==> src/rtl/add_float_pipe.sv <==
// add_float_pipe: three-stage pipelined floating-point adder/subtractor.
// Stage 1 unpacks, classifies, swaps and aligns; stage 2 adds or subtracts
// the aligned significands; stage 3 normalises, rounds, packs and raises
// flags. Denormal inputs and results are flushed to zero. All stages advance
// together on adv = !out_valid || out_ready.
// Build option: define ADD_FLOAT_RNE_EN for round-to-nearest-even; without it
// the result is truncated (round toward zero).
module add_float_pipe #(
    parameter int EXP_W  = 8,
    parameter int MANT_W = 23
) (
    input  logic                    clk,
    input  logic                    rst_n,
    input  logic                    in_valid,
    output logic                    in_ready,
    input  logic [EXP_W+MANT_W:0]   a,
    input  logic [EXP_W+MANT_W:0]   b,
    input  logic                    sub,
    output logic                    out_valid,
    input  logic                    out_ready,
    output logic [EXP_W+MANT_W:0]   sum,
    output logic                    overflow,
    output logic                    underflow,
    output logic                    invalid
);

    localparam int W   = 1 + EXP_W + MANT_W;
    localparam int FW  = MANT_W + 4;            // hidden + mantissa + G,R,S
    localparam int SW  = MANT_W + 5;            // FW plus carry
    localparam int XW  = EXP_W + 8;             // signed exponent headroom
    localparam int LZW = $clog2(FW + 1);
    localparam logic [EXP_W-1:0] EXP_ONES  = {EXP_W{1'b1}};
    localparam logic [31:0]      ALIGN_LIM = 32'(MANT_W + 3);
    localparam logic [W-1:0]     QNAN      = {1'b0, {EXP_W{1'b1}}, 1'b1, {(MANT_W-1){1'b0}}};
    localparam logic signed [XW-1:0] EXP_MAX_X = {{(XW-EXP_W){1'b0}}, {EXP_W{1'b1}}};
    localparam logic signed [XW-1:0] ZERO_X    = {XW{1'b0}};
    localparam logic signed [XW-1:0] ONE_X     = {{(XW-1){1'b0}}, 1'b1};
`ifdef ADD_FLOAT_RNE_EN
    localparam logic RNE_EN = 1'b1;
`else
    localparam logic RNE_EN = 1'b0;
`endif

    // Leading-zero count of a normalisation field (FW when the field is zero).
    function automatic logic [LZW-1:0] lzc_f(input logic [FW-1:0] v);
        logic [LZW-1:0] cnt;
        logic           found;
        cnt   = {LZW{1'b0}};
        found = 1'b0;
        for (int i = FW - 1; i >= 0; i--) begin
            if (found || v[i]) begin
                found = 1'b1;
            end else begin
                cnt = cnt + {{(LZW-1){1'b0}}, 1'b1};
            end
        end
        return cnt;
    endfunction

    // ---------------- global advance ----------------
    logic adv_s;
    logic out_valid_q;
    assign adv_s    = !out_valid_q || out_ready;
    assign in_ready = adv_s && rst_n;

    // ---------------- stage 1 combinational ----------------
    logic                sign_a_s, sign_b_s;
    logic [EXP_W-1:0]    exp_a_s, exp_b_s;
    logic [MANT_W-1:0]   mant_a_s, mant_b_s;
    logic                zero_a_s, zero_b_s, inf_a_s, inf_b_s, nan_a_s, nan_b_s;
    logic [EXP_W+MANT_W-1:0] mag_a_s, mag_b_s;

    assign sign_a_s = a[W-1];
    assign sign_b_s = b[W-1] ^ sub;
    assign exp_a_s  = a[W-2:MANT_W];
    assign exp_b_s  = b[W-2:MANT_W];
    assign mant_a_s = a[MANT_W-1:0];
    assign mant_b_s = b[MANT_W-1:0];
    assign zero_a_s = (exp_a_s == {EXP_W{1'b0}});
    assign zero_b_s = (exp_b_s == {EXP_W{1'b0}});
    assign inf_a_s  = (exp_a_s == EXP_ONES) && (mant_a_s == {MANT_W{1'b0}});
    assign inf_b_s  = (exp_b_s == EXP_ONES) && (mant_b_s == {MANT_W{1'b0}});
    assign nan_a_s  = (exp_a_s == EXP_ONES) && (mant_a_s != {MANT_W{1'b0}});
    assign nan_b_s  = (exp_b_s == EXP_ONES) && (mant_b_s != {MANT_W{1'b0}});
    assign mag_a_s  = zero_a_s ? {(EXP_W+MANT_W){1'b0}} : {exp_a_s, mant_a_s};
    assign mag_b_s  = zero_b_s ? {(EXP_W+MANT_W){1'b0}} : {exp_b_s, mant_b_s};

    logic                swap_s, sign_big_s, sign_sm_s, zero_big_s, zero_sm_s;
    logic [EXP_W-1:0]    exp_big_s, exp_sm_s, diff_s;
    logic [MANT_W-1:0]   mant_big_s, mant_sm_s;
    logic [FW-1:0]       big_field_s, small_field_s;
    logic [2*FW-1:0]     wide_s;

    // Order operands by magnitude and align the smaller one with sticky.
    always_comb begin
        swap_s = (mag_b_s > mag_a_s);
        if (swap_s) begin
            sign_big_s = sign_b_s;  exp_big_s = exp_b_s;  mant_big_s = mant_b_s;  zero_big_s = zero_b_s;
            sign_sm_s  = sign_a_s;  exp_sm_s  = exp_a_s;  mant_sm_s  = mant_a_s;  zero_sm_s  = zero_a_s;
        end else begin
            sign_big_s = sign_a_s;  exp_big_s = exp_a_s;  mant_big_s = mant_a_s;  zero_big_s = zero_a_s;
            sign_sm_s  = sign_b_s;  exp_sm_s  = exp_b_s;  mant_sm_s  = mant_b_s;  zero_sm_s  = zero_b_s;
        end
        diff_s = exp_big_s - exp_sm_s;
        if (zero_big_s) begin
            big_field_s = {FW{1'b0}};
        end else begin
            big_field_s = {1'b1, mant_big_s, 3'b000};
        end
        wide_s = {1'b1, mant_sm_s, 3'b000, {FW{1'b0}}} >> diff_s;
        if (zero_sm_s) begin
            small_field_s = {FW{1'b0}};
        end else if (32'(diff_s) >= ALIGN_LIM) begin
            small_field_s = {{(FW-1){1'b0}}, 1'b1};
        end else begin
            small_field_s = {wide_s[2*FW-1:FW+1], wide_s[FW] | (|wide_s[FW-1:0])};
        end
    end

    logic           spec_s, spec_inv_s;
    logic [W-1:0]   spec_res_s;

    // Classify NaN/infinity operands into a bypass result.
    always_comb begin
        if (nan_a_s || nan_b_s || (inf_a_s && inf_b_s && (sign_a_s != sign_b_s))) begin
            spec_s = 1'b1;  spec_inv_s = 1'b0;  spec_res_s = QNAN;
            spec_inv_s = 1'b1;
        end else if (inf_a_s) begin
            spec_s = 1'b1;  spec_inv_s = 1'b0;  spec_res_s = {sign_a_s, EXP_ONES, {MANT_W{1'b0}}};
        end else if (inf_b_s) begin
            spec_s = 1'b1;  spec_inv_s = 1'b0;  spec_res_s = {sign_b_s, EXP_ONES, {MANT_W{1'b0}}};
        end else begin
            spec_s = 1'b0;  spec_inv_s = 1'b0;  spec_res_s = {W{1'b0}};
        end
    end

    // ---------------- stage 1 registers ----------------
    logic               s1_valid_q, s1_spec_q, s1_inv_q, s1_sign_q, s1_eff_sub_q, s1_zsign_q;
    logic [W-1:0]       s1_spec_res_q;
    logic [EXP_W-1:0]   s1_exp_q;
    logic [FW-1:0]      s1_big_q, s1_small_q;

    // Capture the unpacked and aligned operand pair.
    always_ff @(posedge clk) begin
        if (!rst_n) begin
            s1_valid_q    <= 1'b0;
            s1_spec_q     <= 1'b0;
            s1_inv_q      <= 1'b0;
            s1_sign_q     <= 1'b0;
            s1_eff_sub_q  <= 1'b0;
            s1_zsign_q    <= 1'b0;
            s1_spec_res_q <= {W{1'b0}};
            s1_exp_q      <= {EXP_W{1'b0}};
            s1_big_q      <= {FW{1'b0}};
            s1_small_q    <= {FW{1'b0}};
        end else if (adv_s) begin
            s1_valid_q    <= in_valid;
            s1_spec_q     <= spec_s;
            s1_inv_q      <= spec_inv_s;
            s1_sign_q     <= sign_big_s;
            s1_eff_sub_q  <= sign_big_s ^ sign_sm_s;
            s1_zsign_q    <= zero_a_s & zero_b_s & sign_a_s & sign_b_s;
            s1_spec_res_q <= spec_res_s;
            s1_exp_q      <= exp_big_s;
            s1_big_q      <= big_field_s;
            s1_small_q    <= small_field_s;
        end
    end

    // ---------------- stage 2 ----------------
    logic [SW-1:0] sum_s;

    // Magnitude add or subtract; the big operand never goes below the small one.
    always_comb begin
        if (s1_eff_sub_q) begin
            sum_s = {1'b0, s1_big_q} - {1'b0, s1_small_q};
        end else begin
            sum_s = {1'b0, s1_big_q} + {1'b0, s1_small_q};
        end
    end

    logic               s2_valid_q, s2_spec_q, s2_inv_q, s2_sign_q, s2_zsign_q;
    logic [W-1:0]       s2_spec_res_q;
    logic [EXP_W-1:0]   s2_exp_q;
    logic [SW-1:0]      s2_sum_q;

    // Capture the raw sum with its sign, exponent and bypass information.
    always_ff @(posedge clk) begin
        if (!rst_n) begin
            s2_valid_q    <= 1'b0;
            s2_spec_q     <= 1'b0;
            s2_inv_q      <= 1'b0;
            s2_sign_q     <= 1'b0;
            s2_zsign_q    <= 1'b0;
            s2_spec_res_q <= {W{1'b0}};
            s2_exp_q      <= {EXP_W{1'b0}};
            s2_sum_q      <= {SW{1'b0}};
        end else if (adv_s) begin
            s2_valid_q    <= s1_valid_q;
            s2_spec_q     <= s1_spec_q;
            s2_inv_q      <= s1_inv_q;
            s2_sign_q     <= s1_sign_q;
            s2_zsign_q    <= s1_zsign_q;
            s2_spec_res_q <= s1_spec_res_q;
            s2_exp_q      <= s1_exp_q;
            s2_sum_q      <= sum_s;
        end
    end

    // ---------------- stage 3 ----------------
    logic [LZW-1:0]          lzc_s;
    logic [FW-1:0]           norm_s;
    logic signed [XW-1:0]    exp_n_s, exp_r_s;
    logic [MANT_W:0]         sig_s;
    logic [MANT_W+1:0]       rnd_s;
    logic                    inc_s;
    logic [MANT_W-1:0]       mant_o_s;
    logic [W-1:0]            res_s;
    logic                    ovf_s, unf_s, inv_s;

    // Normalise, round, then pack with overflow/underflow/special handling.
    always_comb begin
        lzc_s = lzc_f(s2_sum_q[FW-1:0]);
        if (s2_sum_q[SW-1]) begin
            norm_s  = {s2_sum_q[SW-1:2], s2_sum_q[1] | s2_sum_q[0]};
            exp_n_s = $signed({{(XW-EXP_W){1'b0}}, s2_exp_q}) + ONE_X;
        end else begin
            norm_s  = s2_sum_q[FW-1:0] << lzc_s;
            exp_n_s = $signed({{(XW-EXP_W){1'b0}}, s2_exp_q}) - $signed({{(XW-LZW){1'b0}}, lzc_s});
        end
        sig_s = norm_s[FW-1:3];
        inc_s = RNE_EN & norm_s[2] & (norm_s[1] | norm_s[0] | sig_s[0]);
        rnd_s = {1'b0, sig_s} + {{(MANT_W+1){1'b0}}, inc_s};
        if (rnd_s[MANT_W+1]) begin
            mant_o_s = {MANT_W{1'b0}};
            exp_r_s  = exp_n_s + ONE_X;
        end else begin
            mant_o_s = rnd_s[MANT_W-1:0];
            exp_r_s  = exp_n_s;
        end
        ovf_s = 1'b0;
        unf_s = 1'b0;
        inv_s = 1'b0;
        if (s2_spec_q) begin
            res_s = s2_spec_res_q;
            inv_s = s2_inv_q;
        end else if (s2_sum_q == {SW{1'b0}}) begin
            res_s = {s2_zsign_q, {(W-1){1'b0}}};
        end else if (exp_r_s >= EXP_MAX_X) begin
            res_s = {s2_sign_q, EXP_ONES, {MANT_W{1'b0}}};
            ovf_s = 1'b1;
        end else if (exp_r_s <= ZERO_X) begin
            res_s = {s2_sign_q, {(W-1){1'b0}}};
            unf_s = 1'b1;
        end else begin
            res_s = {s2_sign_q, exp_r_s[EXP_W-1:0], mant_o_s};
        end
    end

    logic [W-1:0] sum_q;
    logic         ovf_q, unf_q, inv_q;

    // Output register: loads only on a real result and holds while stalled.
    always_ff @(posedge clk) begin
        if (!rst_n) begin
            out_valid_q <= 1'b0;
            sum_q       <= {W{1'b0}};
            ovf_q       <= 1'b0;
            unf_q       <= 1'b0;
            inv_q       <= 1'b0;
        end else if (adv_s) begin
            out_valid_q <= s2_valid_q;
            if (s2_valid_q) begin
                sum_q <= res_s;
                ovf_q <= ovf_s;
                unf_q <= unf_s;
                inv_q <= inv_s;
            end
        end
    end

    assign out_valid = out_valid_q;
    assign sum       = sum_q;
    assign overflow  = ovf_q;
    assign underflow = unf_q;
    assign invalid   = inv_q;

endmodule

==> config.mk <==
export PLATFORM = sky130hd
export DESIGN_NAME = add_float_pipe
export DESIGN_NICKNAME = d
export VERILOG_FILES = /design/src/rtl/add_float_pipe.sv
export SDC_FILE = /design/constraint.sdc
export NUM_CORES = 1
export LEC_CHECK = 0
export CORE_MARGIN = 1
export CORE_UTILIZATION = 50
export CTS_CLUSTER_SIZE = 16
export DETAILED_ROUTE_END_ITERATION = 12
export MAX_ROUTING_LAYER = met4
export PLACE_DENSITY = 0.77
export SETUP_SLACK_MARGIN = 0.2
export SLEW_MARGIN = 10
export SYNTH_ARGS = -nofsm -noshare
export SYNTH_HDL_FRONTEND = slang
export SYNTH_SLANG_ARGS = --single-unit
==> constraint.sdc <==
create_clock -name clk -period 27.9 [get_ports clk]
set_input_delay 6.975 -clock clk [delete_from_list [all_inputs] [get_ports clk]]
set_output_delay 6.975 -clock clk [all_outputs]
set_load 0.1 [all_outputs]
After elaboration in Yosys (flattened, before gate mapping)
Cells that the tools add are included.
- flip-flop bits (word level): 209
- input port bits: 69
- output and inout bits: 37
- word-level logic and storage cells: 204
- add/sub/neg operators: 31
- magnitude comparators: 4
- equality and inequality tests: 3
- shift operators: 2
- multiplexer cells: 88
- bitwise logic cells: 7
- reductions and logical operators: 46
- operators with widths (cell ; number):
    $mux W32 ; 5
    $add A5 B1 Y5 const B ; 26
    $mux W5 ; 26
    $mux W31 ; 4
    $mux W27 ; 3
    $shr A54 B8 Y54 ; 1
    $logic_not A23 Y1 ; 2
    $mux W23 ; 2
    $reduce_bool A23 Y1 ; 2
    $mux W1 ; 43
    $gt A31 B31 Y1 ; 1
    $logic_or A1 B1 Y1 ; 29
    $add A27 B27 Y28 ; 1
    $logic_not A28 Y1 ; 1
    $mux W28 ; 1
    $sub A27 B27 Y28 ; 1
    $reduce_or A27 Y1 ; 1
    $shl A27 B5 Y26 ; 1
    $mux W26 ; 1
    $eq A8 B8 Y1 const B ; 2
    $ge A16 B9 Y1 const B ; 1
    $le A16 B1 Y1 const B ; 1
    $logic_not A8 Y1 ; 2
    $mux W16 ; 1
    other kinds (12) ; 23

Depth between registers and ports, before layout
- depth after elaboration: 60
- mapped depth: 73
- mapped depth without buffers: 70

Worst setup path after synthesis
Ideal clock, no wire load.
- path kind: input to output
- start point: input out_ready
- end point: output in_ready
- data arrival time: 8.069 ns
- required time: 20.925 ns
- slack: 12.856 ns
- cell stages on the path: 4
- buffers on the path: 1
- path through: nand2b_1 clkbuf_1 nand2_1 inv_1
- cells in the longest elaborated chain, start to end: 2
- RTL lines (element ; RTL line ; RTL):
    from (decl) ; 20 ; input logic out_ready,
    $logic_or A1 B1 Y1 ; 63 ; assign adv_s = !out_valid_q || out_ready;
    $logic_and A1 B1 Y1 ; 64 ; assign in_ready = adv_s && rst_n;
    to (decl) ; 15 ; output logic in_ready,
Every way passes these cells.

Worst setup path after layout
Same ends and word-level chain as after synthesis.

==> summary.md <==
| Metric | Value |
|---|---|
| RSZ-0062 raised after global routing | `no` |
| Initial DRC count | `1615` |
| Finished Cell Area | `17260 µm²` |
| CTS max path bufs | `2` |
| R2R Path End | `sum[17]$_SDFFE_PN0P_` |
| Top post-synthesis cells by count | `nand2_1 (342), nor2_1 (171), dfxtp_1 (144)` |
| Worst hold stages | `2` |
| DIE HEIGHT | `178.0 µm` |
| Final setup fails | `0` |
| Yosys top cell area share | `18.62%` |
| WHS Endpoint | `sum[1]$_SDFFE_PN0P_` |
| First-pass GRT wire length | `76670 µm` |
| Layout cells sized above 1 | `6.434%` |
| Fmax | `0.05964 GHz` |
| Final period utilization | `60.10%` |
| Final RePlAce weighted congestion | `0.9861` |
| Post-synth cell types | `98` |
| Post-CTS Setup Bufs | `0` |
| CTS Sinks | `144` |
| Wire length per cell | `18.70 µm` |
| Number of buffers created by CTS | `17` |
| Inst Count DP | `2509` |
| Worst Hold Class | `reg2reg` |
| Crit Path Max Fanout | `53` |
| Worst slack, placed | `11.17 ns` |
| Maximum resistive drop on vdd | `0.1000 mV` |
| Relative slew slack | `23.93%` |
| Core area | `30510 µm²` |
| Layout area overhead | `11.48%` |
| Row cnt | `64` |
| Syn nets | `2283` |
| Die area | `31680 µm²` |
| Reg2reg start | `s2_sum_q[25]$_SDFFE_PN0N_` |
| CP required | `20.92 ns` |
| Synth top area cells | `dfxtp_1 (19%), nand2_1 (8.3%), mux2i_1 (7.7%), ha_1 (7.0%), o21ai_0 (4.6%)` |
| IO Pins | `106` |
| Fin nets | `2289` |
| Htree depth | `4` |
| Post-detailed-routing wire length | `47550 µm` |
| Synthesized cell area | `15480 µm²` |
| Hold_sp | `sum[1]$_SDFFE_PN0P_` |
| Initial Utilization | `50.75%` |
| Mapped Cells | `2126` |
| Largest area contributor in the netlist | `dfxtp_1` |
| Syn_area_per_cell | `7.283 µm²` |
| DR vias | `15.97k` |
| GRT Total Usage | `30.94%` |
| Fin crit period | `16.77 ns` |
| Yosys reg bits | `144` |
| Power per cell area | `138.4 nW/µm²` |
| Startpoint types | `input pin` |
| Vias/cell | `6.284` |
| Fin. max-slew vios | `0` |
| CTS resizes | `0` |
| Warnings from Yosys | `0` |
| DP HPWL | `36370 µm` |
| PnR worst setup slack | `11.13 ns` |
| CTS Root Cell | `clkbuf_16` |
| First-pass iteration count of the detailed router | `6` |
| Leakage | `6.991 nW` |
| Die W | `178.0 µm` |
| Slew @ Worst Pin | `1.132 ns` |
| Crit Path Class | `in2out` |
| Placed cell areas | `16650 µm²` |
| Setup TNS | `0 ns` |
| Grt ovf | `0` |
| Final Skew | `0.01643 ns` |
| Non-filler cells, final | `2542` |
| Ys async rst share | `0%` |
| Reg2reg path depth | `67` |
| Multi-input combinational cell area | `11860 µm²` |
| Vias in the first global route | `14.91k` |
| Clock transition at the registers of the reported paths | `0.07 ns` |
| Largest net degree at the start of global routing | `78` |
| Flop2flop setup slack | `12.65 ns` |
| Fin. Hold Viols | `0` |
| Worst Path Arrival | `9.79 ns` |
| Top-count cell post-synth | `nand2_1` |
| Final ANT Viol Nets | `0` |
| Endpoint class of the critical path | `primary output` |
| Register area share after synthesis | `18.62%` |
| MaxCap Viol Count | `0` |
| Number of flops mapped to enable cells by yosys | `0` |
| # hold bufs at CTS | `0` |
| Number of port buffers | `105` |
| Clk_lat worst skew | `0.43 ns` |
| Fill cells | `2828` |
| Flip-flop and latch area | `2883 µm²` |
| Outcome | `complete, no violations` |
| CTS tree | `yes` |
| Top_reg_cell synth | `dfxtp_1` |
| DRC | `0` |
| Initial antenna violation count | `1` |
per-stage QoR:
step / total power, mW / hold slack [ns] / utilization (%)
detailed placement: 2.109 / 0.4445 / 54.58
global placement: 2.074 / 0.4406 / 54.58
global route: 2.572 / 0.4677 / 56.58
floorplan: 1.727 / 0.4268 / -
finish: 2.389 / 0.4496 / 56.58
CTS: 2.355 / 0.4532 / 56.57
power breakdown:
part	internal, mW	switching [mW]
clock	0.143	0.0899
sequential	0.240	0.0870
combinational	0.720	1.11
total	1.10	1.29
per-layer routing:
metal / GRT usage, % / vias to the layer above / routed length, µm
met5: - / - / 0
met4: 12.78 / 0 / 1792
met3: 3.815 / 135 / 3095
met2: 49.94 / 674 / 22140
met1: 38.98 / 7510 / 20520
li1: - / 7655 / -
registers in the layout (all words and copies together), names as in the netlist, 2 cells and up:
name	count
s1_big_q	24
s1_exp_q	8
s1_small_q	27
s1_spec_res_q	3
s2_exp_q	8
s2_spec_res_q	2
s2_sum_q	28
sum	32
critical path, stage by stage:
cell	delay (ns)
clkdlybuf4s50_1	0.52
nand2b_2	0.13
buf_4	0.44
nand2_1	0.24
inv_1	0.26
clkdlybuf4s50_1	1.19
placed cells by master (no fill, tap or decap), drive strengths merged, types with 30 or more instances in the layout:
master and count:
a21oi 134, and2 55, clkdlybuf4s50 104, dfxtp 144, ha 87, inv 64, mux2 30, mux2i 119
nand2 345, nand3 62, nand4 30, nor2 172, nor2b 32, nor3 42, nor4 45, o21ai 165
xnor2 81
kinds of logic after synthesis:
kind of cell,after synthesis,synth area share (%)
simple gates,865,26.58
compound gates,543,22.46
flops,144,18.62
fa+ha+maj,99,7.871
mux,160,11.47
xor+xnor,116,8.008
buf+inv,199,4.994
worst max path at each step:
stage	startpoint	to	slack, ns	cells past startpoint
3_5_place_dp	out_ready	in_ready	11.17	6
5_1_grt	out_ready	in_ready	10.99	6
2_1_floorplan	out_ready	in_ready	12.86	4
4_1_cts	out_ready	in_ready	11.16	6
3_3_place_gp	out_ready	in_ready	11.20	6
6_report	out_ready	in_ready	11.13	6
layout make-up:
cell class              instances  share of cell area [%]
multi-input cells            1783                   68.73
clock buffers                  19                   2.566
clock inverters                13                  0.9495
inverters                      65                   1.413
repair buffers                121                   6.756
well taps                     396                   2.870
flip-flops and latches        144                   16.70
diodes                          1                 0.01450
Power figures use the tool's default switching activity.
